## src/rtl/regfile_pkg.sv

```systemverilog
// Shared types and constants for the register-file write-back arbiter.
// Latency: none (declarations only).
// Backpressure: none (declarations only).
package regfile_pkg;

    localparam int DATAWIDTH = 32;
    localparam int ADDRWIDTH = 5;
    localparam int CNTWIDTH  = 16;

    typedef struct packed {
        logic [ADDRWIDTH-1:0] addr;
        logic [DATAWIDTH-1:0] data;
    } wb_req_t;

    localparam logic [ADDRWIDTH-1:0] REG_ZERO = '0;

    localparam logic GNT_ALU = 1'b0;
    localparam logic GNT_LSU = 1'b1;

    // x0 is hard-wired zero, so a write to it is accepted but never reaches the regfile
    function automatic logic is_live_wr(input wb_req_t r);
        return r.addr != REG_ZERO;
    endfunction

endpackage

```

## src/rtl/regfile_wb_arbiter_if.sv

```systemverilog
// Write-back request/response bundle between the requesters, the arbiter and the regfile.
// Latency: none (wiring only).
// Backpressure: per-requester valid/ready; the regfile side never stalls.
interface regfile_wb_arbiter_if;
    import regfile_pkg::*;

    logic                 req0_valid_i;
    logic [ADDRWIDTH-1:0] req0_addr_i;
    logic [DATAWIDTH-1:0] req0_data_i;
    logic                 req0_ready_o;
    logic                 req1_valid_i;
    logic [ADDRWIDTH-1:0] req1_addr_i;
    logic [DATAWIDTH-1:0] req1_data_i;
    logic                 req1_ready_o;
    logic [ADDRWIDTH-1:0] rd_addr_o;
    logic [DATAWIDTH-1:0] rd_data_o;
    logic                 rd_wren_o;
    logic                 wb_pend_valid_o;
    logic [ADDRWIDTH-1:0] wb_pend_addr_o;
    logic [CNTWIDTH-1:0]  conflict_cnt_o;

    modport slave (
        input  req0_valid_i, req0_addr_i, req0_data_i,
        input  req1_valid_i, req1_addr_i, req1_data_i,
        output req0_ready_o, req1_ready_o,
        output rd_addr_o, rd_data_o, rd_wren_o,
        output wb_pend_valid_o, wb_pend_addr_o, conflict_cnt_o
    );

    modport master (
        output req0_valid_i, req0_addr_i, req0_data_i,
        output req1_valid_i, req1_addr_i, req1_data_i,
        input  req0_ready_o, req1_ready_o,
        input  rd_addr_o, rd_data_o, rd_wren_o,
        input  wb_pend_valid_o, wb_pend_addr_o, conflict_cnt_o
    );

endinterface

```

## src/rtl/regfile_wb_arbiter_rr_arb2.sv

```systemverilog
// Two-input round-robin arbiter; owns the last-grant pointer.
// Latency: grant is combinational from req in the same cycle.
// Backpressure: no grants at all while reset is asserted.
module rr_arb2
    import regfile_pkg::*;
(
    input  logic       clk_i,
    input  logic       rst_ni,
    input  logic [1:0] req,
    output logic [1:0] gnt
);

    logic last_grant_q;
    logic last_grant_d;

    always_comb begin
        gnt          = 2'b00;
        last_grant_d = last_grant_q;
        if (rst_ni) begin
            // On contention the side that did not win last time goes first
            if (req[GNT_ALU] && (!req[GNT_LSU] || (last_grant_q == GNT_LSU))) begin
                gnt[GNT_ALU] = 1'b1;
            end else if (req[GNT_LSU]) begin
                gnt[GNT_LSU] = 1'b1;
            end
        end
        if (gnt[GNT_ALU]) begin
            last_grant_d = GNT_ALU;
        end else if (gnt[GNT_LSU]) begin
            last_grant_d = GNT_LSU;
        end
    end

    always_ff @(posedge clk_i or negedge rst_ni) begin
        if (!rst_ni) begin
            last_grant_q <= GNT_LSU;
        end else begin
            last_grant_q <= last_grant_d;
        end
    end

endmodule

```

## src/rtl/regfile_wb_arbiter.sv

```systemverilog
// Shares the regfile write port between ALU (req0) and LSU (req1) write-backs.
// Latency: 1 cycle from accept to rd_wren_o; 1 write per cycle sustained.
// Backpressure: only the losing requester stalls; the regfile side always drains.
module regfile_wb_arbiter
    import regfile_pkg::*;
(
    input  logic                 clk_i,
    input  logic                 rst_ni,
    regfile_wb_arbiter_if.slave  wb
);

    logic [1:0]          arb_req;
    logic [1:0]          arb_gnt;
    logic                acc_vld;
    wb_req_t             req0_dat;
    wb_req_t             req1_dat;
    wb_req_t             sel_dat;

    wb_req_t             stage_q;
    wb_req_t             stage_d;
    logic                wren_q;
    logic                wren_d;
    logic [CNTWIDTH-1:0] cnt_q;
    logic [CNTWIDTH-1:0] cnt_d;

    assign arb_req = {wb.req1_valid_i, wb.req0_valid_i};

    rr_arb2 u_arb (
        .clk_i  (clk_i),
        .rst_ni (rst_ni),
        .req    (arb_req),
        .gnt    (arb_gnt)
    );

    assign wb.req0_ready_o = arb_gnt[GNT_ALU];
    assign wb.req1_ready_o = arb_gnt[GNT_LSU];

    always_comb begin
        req0_dat = '{addr: wb.req0_addr_i, data: wb.req0_data_i};
        req1_dat = '{addr: wb.req1_addr_i, data: wb.req1_data_i};
        acc_vld  = |arb_gnt;
        sel_dat  = arb_gnt[GNT_LSU] ? req1_dat : req0_dat;

        // Address/data follow every accept, including x0, and hold when idle
        stage_d  = acc_vld ? sel_dat : stage_q;
        wren_d   = acc_vld && is_live_wr(sel_dat);

        cnt_d    = cnt_q;
        if (wb.req0_valid_i && wb.req1_valid_i && (cnt_q != {CNTWIDTH{1'b1}})) begin
            cnt_d = cnt_q + 1'b1;
        end
    end

    always_ff @(posedge clk_i or negedge rst_ni) begin
        if (!rst_ni) begin
            stage_q <= '0;
            wren_q  <= 1'b0;
            cnt_q   <= '0;
        end else begin
            stage_q <= stage_d;
            wren_q  <= wren_d;
            cnt_q   <= cnt_d;
        end
    end

    assign wb.rd_addr_o       = stage_q.addr;
    assign wb.rd_data_o       = stage_q.data;
    assign wb.rd_wren_o       = wren_q;
    assign wb.wb_pend_valid_o = wren_q;
    assign wb.wb_pend_addr_o  = stage_q.addr;
    assign wb.conflict_cnt_o  = cnt_q;

endmodule
```

## src/flat_wrapper.sv

```systemverilog
// flat-port wrapper written by rule: the top's interface ports become plain ports
module regfile_wb_arbiter_flat import regfile_pkg::*;
  (clk_i, rst_ni, wb_req0_valid_i, wb_req0_addr_i, wb_req0_data_i, wb_req1_valid_i, wb_req1_addr_i, wb_req1_data_i, wb_req0_ready_o, wb_req1_ready_o, wb_rd_addr_o, wb_rd_data_o, wb_rd_wren_o, wb_wb_pend_valid_o, wb_wb_pend_addr_o, wb_conflict_cnt_o);
  regfile_wb_arbiter_if wb_i ();
  input  logic clk_i;
  input  logic rst_ni;
  input wire logic [$bits(wb_i.req0_valid_i)-1:0] wb_req0_valid_i;
  input wire logic [$bits(wb_i.req0_addr_i)-1:0] wb_req0_addr_i;
  input wire logic [$bits(wb_i.req0_data_i)-1:0] wb_req0_data_i;
  input wire logic [$bits(wb_i.req1_valid_i)-1:0] wb_req1_valid_i;
  input wire logic [$bits(wb_i.req1_addr_i)-1:0] wb_req1_addr_i;
  input wire logic [$bits(wb_i.req1_data_i)-1:0] wb_req1_data_i;
  output wire logic [$bits(wb_i.req0_ready_o)-1:0] wb_req0_ready_o;
  output wire logic [$bits(wb_i.req1_ready_o)-1:0] wb_req1_ready_o;
  output wire logic [$bits(wb_i.rd_addr_o)-1:0] wb_rd_addr_o;
  output wire logic [$bits(wb_i.rd_data_o)-1:0] wb_rd_data_o;
  output wire logic [$bits(wb_i.rd_wren_o)-1:0] wb_rd_wren_o;
  output wire logic [$bits(wb_i.wb_pend_valid_o)-1:0] wb_wb_pend_valid_o;
  output wire logic [$bits(wb_i.wb_pend_addr_o)-1:0] wb_wb_pend_addr_o;
  output wire logic [$bits(wb_i.conflict_cnt_o)-1:0] wb_conflict_cnt_o;
  assign wb_i.req0_valid_i = wb_req0_valid_i;
  assign wb_i.req0_addr_i = wb_req0_addr_i;
  assign wb_i.req0_data_i = wb_req0_data_i;
  assign wb_i.req1_valid_i = wb_req1_valid_i;
  assign wb_i.req1_addr_i = wb_req1_addr_i;
  assign wb_i.req1_data_i = wb_req1_data_i;
  assign wb_req0_ready_o = wb_i.req0_ready_o;
  assign wb_req1_ready_o = wb_i.req1_ready_o;
  assign wb_rd_addr_o = wb_i.rd_addr_o;
  assign wb_rd_data_o = wb_i.rd_data_o;
  assign wb_rd_wren_o = wb_i.rd_wren_o;
  assign wb_wb_pend_valid_o = wb_i.wb_pend_valid_o;
  assign wb_wb_pend_addr_o = wb_i.wb_pend_addr_o;
  assign wb_conflict_cnt_o = wb_i.conflict_cnt_o;
  regfile_wb_arbiter u_core (.clk_i(clk_i), .rst_ni(rst_ni), .wb(wb_i));
endmodule
```

## config.mk

```make
export PLATFORM = sky130hd
export DESIGN_NAME = regfile_wb_arbiter_flat
export DESIGN_NICKNAME = d
export VERILOG_FILES = /design/src/rtl/regfile_pkg.sv /design/src/rtl/regfile_wb_arbiter_if.sv /design/src/rtl/regfile_wb_arbiter_rr_arb2.sv /design/src/rtl/regfile_wb_arbiter.sv /design/src/flat_wrapper.sv
export SDC_FILE = /design/constraint.sdc
export NUM_CORES = 1
export LEC_CHECK = 0
export BUFFER_PORTS_ARGS = -buffer_cell sky130_fd_sc_hd__buf_4
export CORE_ASPECT_RATIO = 1.75
export CORE_MARGIN = 5
export CORE_UTILIZATION = 44
export DETAILED_ROUTE_END_ITERATION = 12
export HOLD_SLACK_MARGIN = 0.12
export PLACE_DENSITY = 0.83
export SLEW_MARGIN = 20
export SYNTH_ARGS = -nofsm -noshare
export SYNTH_HDL_FRONTEND = slang
export SYNTH_SLANG_ARGS = --single-unit
```

## constraint.sdc

```tcl
create_clock -name clk_i -period 1.98 [get_ports clk_i]
set_clock_uncertainty 0.15 [all_clocks]
set_input_delay 0.495 -clock clk_i [delete_from_list [all_inputs] [get_ports clk_i]]
set_output_delay 0.495 -clock clk_i [all_outputs]
set_load 0.05 [all_outputs]
```

# == Word level (Yosys, flattened, before mapping) ==
# Index checks and enable logic that the tools add are counted.
# word_totals
regBits,55
latchBits,0
ram_bits,0
rom_bits,0
out_inout_bits,62
word_cells,23
memories,0
# op_classes
addsub,1
multipliers,0
n_div,0
magnitude_cmp,0
n_eq_ne,1
shift,0
n_mux,7
bitwise,0
reduce_logical,9
# op_table
operator,n
two-way mux 37 bit,1
"adder 16 x 1 -> 16 bit, second input constant",1
"inequality test 16 bit, second input constant",1
two-way mux 1 bit,5
nonzero test 5 bit,1
logical AND 1 bit,4
two-way mux 2 bit,1
nonzero test 2 bit,1
OR reduction 2 bit,1
zero test 1 bit,1
logical OR 1 bit,1

# == Logic depth before layout (Yosys ltp) ==
# Gate-level depths: netlist of run 1.
# depth
depth_word,8
ltp_mapped,7
ltp_nobuf,5

# == Modules after synthesis ==
# From an unflattened synthesis of run 1, not the netlist that was laid out.
# hier_totals
cells_unflattened,255
hier_area_um2,2670.1
# modules_own_cells
mod,n_inst,cells_each,area_each_um2
regfile_wb_arbiter,1,247,2607.5
rr_arb2,1,8,62.6

# == Worst setup path after synthesis of run 1 ==
# Ideal clock, no wire load.
# synth_path
path_type,input-to-output
from,input port wb_req0_valid_i
to,output port wb_req1_ready_o
arrival_ps,1521
required_ps,1335
path_slack_ps,-186
cell_stages,3
path_buffers,2
path_cell_list,clkbuf_2 -> a21oi_2 -> clkbuf_1
# synth_between
elab_chain_cells,3
# synth_rtl
item,line,text
"start, declared",flat_wrapper.sv:7,input wire logic [$bits(wb_i.req0_valid_i)-1:0] wb_req0_valid_i;
logical AND 1 bit,regfile_wb_arbiter_rr_arb2.sv:21,if (req[GNT_ALU] && (!req[GNT_LSU] || (last_grant_q == GNT_LSU))) begin
two-way mux 1 bit,regfile_wb_arbiter_rr_arb2.sv:21,
two-way mux 2 bit,regfile_wb_arbiter_rr_arb2.sv:19,if (rst_ni) begin
"end, declared",flat_wrapper.sv:14,output wire logic [$bits(wb_i.req1_ready_o)-1:0] wb_req1_ready_o;
# No other way between the ends.

# == Worst setup path after layout of run 1 ==
# layout_path
from,register u_core.u_arb.last_grant_q
to,output port wb_req0_ready_o
# layout_between
elab_chain_cells,4
# layout_rtl
item,line,text
"start, declared",regfile_wb_arbiter_rr_arb2.sv:13,logic last_grant_q;
"start signal, assigned",regfile_wb_arbiter_rr_arb2.sv:38,last_grant_q <= last_grant_d;
logical OR 1 bit,regfile_wb_arbiter_rr_arb2.sv:21,
logical AND 1 bit,regfile_wb_arbiter_rr_arb2.sv:21,
two-way mux 1 bit,regfile_wb_arbiter_rr_arb2.sv:21,
two-way mux 2 bit,regfile_wb_arbiter_rr_arb2.sv:19,
"end, declared",flat_wrapper.sv:13,output wire logic [$bits(wb_i.req0_ready_o)-1:0] wb_req0_ready_o;
# No other way between the ends.

==> results of run 1 <==
==> registers in the layout, indices dropped and copies added, names as in the netlist <==
name / flops
u_core.u_arb.last_grant_q: 1
u_core.wb.conflict_cnt_o: 16
u_core.wb.rd_addr_o: 5
u_core.wb.rd_data_o: 32
u_core.wb.rd_wren_o: 1
==> worst register-to-register path: stages (launching register included) <==
cell and delay (ns):
dfrtp_2 0.41, ha_1 0.23, nand3_1 0.15, nor4_4 0.30
a21oi_2 0.13, mux2_4 0.31
==> layout make-up <==
cell class,instances,area (sq um),area share
multi-input cells,184,1070,0.280
inverters,5,18.8,0.00489
clock inverters,2,60.1,0.0156
flip-flops and latches,55,1380,0.360
well taps,76,95.1,0.0248
repair buffers,149,1140,0.296
clock buffers,6,72.6,0.0189
==> placed cells by master (no fill, tap or decap), types with 2 or more instances in the layout <==
cell and n:
xnor2_1 4, dfrtp_2 3, nand4_1 7, a31oi_1 2, nand2_1 78, a211oi_1 2
o211ai_1 2, or4_1 2, and3_1 4, nand3_1 7, buf_4 146, a21oi_1 6
clkbuf_8 5, dfrtp_1 51, o21a_1 2, nor4_1 3, inv_1 4, nor2_1 5
xor2_1 3, o21ai_0 9, a22oi_1 32, mux2i_1 5, a21oi_4 2, bufinv_16 2
==> power groups by stage <==
| stage | sequential [mW] | clock, mW | combinational [mW] |
|---|---|---|---|
| final | 1.56 | 0.863 | 1.83 |
| after floorplan | 2.28 | 0 | 0.469 |
| after global placement | 1.57 | 0 | 1.80 |
| after CTS | 1.56 | 0.876 | 1.84 |
| after global routing | 1.60 | 0.922 | 1.93 |
| after detailed placement | 1.58 | 0 | 1.83 |
==> routing by layer <==
layer	wire [um]	share of wire	up-vias	track usage
li1	-	-	1191	-
met1	2510	0.34	1177	0.219
met2	4230	0.57	82	0.371
met3	489	0.066	14	0.0457
met4	216	0.029	0	0.0894
met5	0	0	-	0
==> cell families (layout without fill, tap and decap cells) <==
group	count (synthesis)	in the layout	share of synthesized area
xor+xnor	7	7	0.0241
flops	55	55	0.541
compound gates	59	59	0.157
buf+inv	24	162	0.0457
fa+ha+maj	1	1	0.00491
mux	6	6	0.0256
simple gates	111	111	0.201
==> Yosys cell counts (all sizes together), types with 3 or more instances <==
cell type,number,area (sq um)
a21oi,9,52.6
a22oi,32,240
and3,4,25.0
buf,8,55.1
clkbuf,11,42.5
dfrtp,54,1350
inv,5,18.8
mux2i,5,50.1
nand2,78,293
nand3,7,35.0
nand4,8,65.1
nor2,5,18.8
nor4,4,40.0
o21ai,10,50.0
xnor2,4,35.0
xor2,3,26.3
==> worst paths after layout <==
path / start / endpoint / slack [ns]
setup reg to reg: u_core.wb.conflict_cnt_o[0] / u_core.wb.conflict_cnt_o[1] / 0.19
hold reg to reg: u_core.wb.rd_data_o[24] / u_core.wb.rd_data_o[24] / 0.33
hold / removal: rst_ni / u_core.wb.rd_data_o[21] / 0.19
setup / recovery: u_core.u_arb.last_grant_q / wb_req0_ready_o / 0.09
min in group clk_i: wb_req0_data_i[28] / u_core.wb.rd_data_o[28] / 0.24
max in group asynchronous: rst_ni / u_core.wb.conflict_cnt_o[8] / 1.00
==> timing repair <==
item                                   CTS  global route
setup endpoints to repair                1             1
endpoints found under the hold margin    1             0
buffers inserted                         1             1
hold buffers                             1             0
pin swaps                                1             1
resized for setup                        2             0
==> results.py, run 1 <==
metrics = {
    "place": {
        "gp_congestion": 0.866,
        "place_inst": 466,
        "place.port_buffers": 139,
        "pre_cts_ws_ns": 0.167,
        "dpl.hpwl_um": 5800,
        "dpl-instance-area_sq_um": 3680,
    },
    "routing": {
        "drc": 0,
        "wl_per_cell_um": 15.6,
        "routed_wl_um": 7450,
        "ant_nets": 0,
        "num_vias": 2464,
        "drt_first_iter_violations": 138,
        "first_pass_iters": 4,
        "viasPerCell": 5.17,
    },
    "worst_setup_path": {
        "path_max_fanout": 2,
        "slowest_delay_ns": 0.56,
        "path_buf_inv": 2,
        "reg2reg_depth": 5,
        "path_cells": "inv_2 -> a21oi_4 -> buf_6",
        "cp-end-kind": "primary output",
        "critical_path_arrival_ns": 1.25,
        "worstPathRequired_ns": 1.33,
        "start_kind": "flip-flop",
        "crit_cells": 3,
        "critPathKind": "reg -> out",
        "crit_slowest_cell": "dfstp_2",
        "crit_family": "flip-flops",
    },
    "global_routing": {
        "grt_pass1_vias": 2515,
        "overflow": 0,
        "antenna_found_initial": 0,
        "grt_usage": 0.207,
        "grt_pass1_wl_um": 11800,
        "grt_max_degree": 55,
    },
    "cts": {
        "cts_buffers": 5,
        "ctsLongestPathBuffers": 2,
        "cts_htree_levels": 2,
        "clk-insertion-delay-late_ns": 0.31,
        "cts_tree": "done",
        "root_buffer": "clkbuf_8",
        "clock-sinks": 55,
        "clkTransAtPathRegs_ns": 0.10,
    },
    "sta": {
        "maxSlewViolCount": 0,
        "whs_ns": 0.188,
        "fmax_mhz": 529,
        "final-setup-viol-count": 0,
        "timing.final.ws_setup_ns": 0.0896,
        "relSlewSlack": 0.553,
        "rsz0062_at_grt": "no",
        "tns_ns": 0,
        "min_period_ns": 1.89,
        "hold_viol": 0,
        "fin_crit_sh": 0.955,
        "worstMarginPinSlew_ns": 0.671,
    },
    "cells_and_area": {
        "diodes": 0,
        "syn_to_final_growth_pct": 50.8,
        "drive_gt1_frac": 0.419,
        "stdcell_count": 477,
        "final_util": 0.688,
        "design_area_sq_um": 3840,
        "fillCellCount": 483,
        "final_nets": 479,
    },
    "floorplanning": {
        "start_util": 0.456,
        "ios": 140,
        "fp.coreArea_sq_um": 5590,
        "dieArea_sq_um": 7470,
        "die_x_um": 67.5,
        "rows": 36,
        "die_y_um": 111,
    },
    "synthesis": {
        "postSynthCellCount": 263,
        "yosysUniqueCellTypes": 33,
        "ys_warn_count": 0,
        "syn_area_per_cell_sq_um": 9.68,
        "syn_area_sq_um": 2550,
        "synth-seq-area-share": 0.541,
        "ys_seq_elements": 55,
        "async_flop_share": 1.00,
        "synth_edf_count": 0,
        "ys_dominant_reg_cell": "dfrtp_1",
        "syn-num-nets": 342,
    },
    "min_path": {
        "hold_path_class": "in -> async",
    },
    "pwr": {
        "seq_power_share": 0.367,
        "total_power_mw": 4.25,
        "sw_frac_of_total": 0.429,
        "ir_drop_mv": 0.627,
        "clkPwrFrac": 0.203,
        "power_frac_comb": 0.430,
        "p_int_mw": 2.43,
        "p_switching_mw": 1.83,
        "power.density_nw_per_um2": 1110,
        "p_leak_nw": 1.95,
    },
    "status": {
        "outcome": "finished clean",
    },
    "flow_run": {
        "drv_cap": 0,
    },
}
(Power assumes the default switching activity.)
==> run 2: changes to the inputs <==
--- a/config.mk
+++ b/config.mk
@@ -10,6 +10,7 @@
 export CORE_MARGIN = 5
 export CORE_UTILIZATION = 44
 export DETAILED_ROUTE_END_ITERATION = 12
+export GPL_TIMING_DRIVEN = 0
 export HOLD_SLACK_MARGIN = 0.12
 export PLACE_DENSITY = 0.83
 export SLEW_MARGIN = 20
==> results.py, run 2 (synthesized netlist as in run 1, its figures left out) <==
metrics = {
    "pwr": {
        "sw_frac_of_total": 0.426,
        "p_int_mw": 2.48,
        "ir_drop_mv": 0.598,
        "power_frac_comb": 0.440,
        "p_leak_nw": 2.03,
        "seq_power_share": 0.361,
        "clkPwrFrac": 0.199,
        "power.density_nw_per_um2": 1080,
        "p_switching_mw": 1.85,
        "total_power_mw": 4.33,
    },
    "floorplanning": {
        "fp.coreArea_sq_um": 5590,
        "dieArea_sq_um": 7470,
        "start_util": 0.456,
        "die_y_um": 111,
        "die_x_um": 67.5,
        "rows": 36,
        "ios": 140,
    },
    "sta": {
        "hold_viol": 0,
        "final-setup-viol-count": 2,
        "fin_crit_sh": 1.01,
        "timing.final.ws_setup_ns": -0.0269,
        "whs_ns": 0.252,
        "min_period_ns": 2.01,
        "maxSlewViolCount": 0,
        "relSlewSlack": 0.642,
        "rsz0062_at_grt": "yes",
        "worstMarginPinSlew_ns": 0.536,
        "fmax_mhz": 498,
        "tns_ns": -0.0467,
    },
    "worst_setup_path": {
        "start_kind": "flip-flop",
        "reg2reg_depth": 7,
        "worstPathRequired_ns": 1.33,
        "critPathKind": "reg -> out",
        "critical_path_arrival_ns": 1.36,
        "r2r-start": "u_core.u_arb.last_grant_q",
        "critPathCapture": "wb_req0_ready_o",
        "cp-end-kind": "primary output",
        "rrSetupSlack_ns": 0.15,
        "r2r_end": "u_core.wb.rd_data_o[1]",
        "startpoint": "u_core.u_arb.last_grant_q",
        "path_max_fanout": 3,
    },
    "status": {
        "outcome": "finished, violations left",
        "failed_checks": "setup timing",
    },
    "global_routing": {
        "antenna_found_initial": 0,
        "grt_pass1_wl_um": 12400,
        "grt_pass1_vias": 2605,
        "grt_usage": 0.216,
        "overflow": 0,
        "grt_max_degree": 30,
    },
    "min_path": {
        "hold_path_class": "in -> reg",
    },
    "cts": {
        "clock-sinks": 55,
        "clk-insertion-delay-late_ns": 0.30,
        "clkTransAtPathRegs_ns": 0.09,
        "ctsLongestPathBuffers": 2,
        "cts_tree": "done",
        "root_buffer": "clkbuf_8",
        "cts_buffers": 5,
        "cts_htree_levels": 2,
    },
    "cells_and_area": {
        "largest_reg_flops": 32,
        "drive_gt1_frac": 0.423,
        "final_nets": 496,
        "diodes": 0,
        "syn_to_final_growth_pct": 57.1,
        "final_cell_mix": "146 x buf_4, 78 x nand2_1, 51 x dfrtp_1, 32 x a22oi_1",
        "stdcell_count": 494,
        "layout_commonest_cell": "buf_4",
    },
    "flow_run": {
        "drv_cap": 0,
    },
    "routing": {
        "wl_per_cell_um": 16.2,
        "first_pass_iters": 4,
        "viasPerCell": 5.25,
        "drc": 0,
        "num_vias": 2595,
        "routed_wl_um": 8010,
        "drt_first_iter_violations": 159,
        "ant_nets": 0,
    },
    "place": {
        "place.port_buffers": 138,
        "place_inst": 477,
        "gp_congestion": 0.893,
        "dpl.hpwl_um": 5850,
    },
}
## run 2: cell count changes in the layout (fill, tap and decap cells not counted), moves of 2 or more
| cell | before | now |
|---|---|---|
| buf_2 | 0 | 2 |
| clkbuf_1 | 1 | 9 |
| clkbuf_8 | 5 | 7 |
| nor4_1 | 3 | 1 |
| nor4_2 | 0 | 2 |
## run 2: routing by layer
| layer | global-route usage | wire (um) | vias to the layer above |
|---|---|---|---|
| li1 | - | - | 1224 |
| met5 | 0 | 0 | - |
| met2 | 0.401 | 4540 | 97 |
| met4 | 0.0881 | 246 | 0 |
| met1 | 0.219 | 2670 | 1254 |
| met3 | 0.0447 | 549 | 20 |
## run 2: cell type report
cell class / instances / area [sq um]
flip-flops and latches: 55 / 1380
well taps: 76 / 95.1
fillers: 463 / 1590
clock buffers: 6 / 72.6
inverters: 5 / 18.8
clock inverters: 2 / 60.1
repair buffers: 147 / 1180
multi-input cells: 184 / 1080
plain buffers: 19 / 118
## run 2: critical path, stage by stage, from the launching register on
cell and delay, ns:
dfstp_2 0.56, inv_2 0.04, a21oi_2 0.15, clkbuf_8 0.17, buf_8 0.14
## run 2: power by group through the flow
| stage | Sequential (mW) | Combinational, mW | Clock [mW] |
|---|---|---|---|
| final | 1.56 | 1.90 | 0.862 |
| after global routing | 1.60 | 1.99 | 0.921 |
| after CTS | 1.55 | 1.89 | 0.876 |
| after detailed placement | 1.57 | 1.84 | 0 |
| after global placement | 1.57 | 1.82 | 0 |
| after floorplan | 2.28 | 0.469 | 0 |
## run 2: through the flow
stage	instance area, sq um	utilization	worst slack (ns)
3_3_place_gp	3680	0.659	-0.804
5_1_grt	4000	0.716	-0.0736
3_5_place_dp	3680	0.659	-0.870
6_report	4000	0.716	-0.0269
2_1_floorplan	2550	-	0.000288
4_1_cts	3980	0.712	-0.0539
## run 2: how the worst min path moves through the flow
stage / from / end / cells past startpoint
finish: wb_req1_addr_i[2] / u_core.wb.rd_addr_o[2] / 3
floorplan: rst_ni / u_core.wb.conflict_cnt_o[0] / 0
detailed placement: u_core.wb.rd_data_o[26] / u_core.wb.rd_data_o[26] / 2
CTS: wb_req0_data_i[29] / u_core.wb.rd_data_o[29] / 3
global route: wb_req0_data_i[0] / u_core.wb.rd_data_o[0] / 3
global placement: u_core.wb.rd_data_o[26] / u_core.wb.rd_data_o[26] / 2
## run 2: repair_timing
item                                    CTS  global route
endpoints found under the hold margin    55             0
pin swaps                                 1             1
gates cloned                              1             0
resized for setup                        14             2
endpoints found under the setup margin   36             6
buffers inserted                          4             1
hold buffers                              3             0
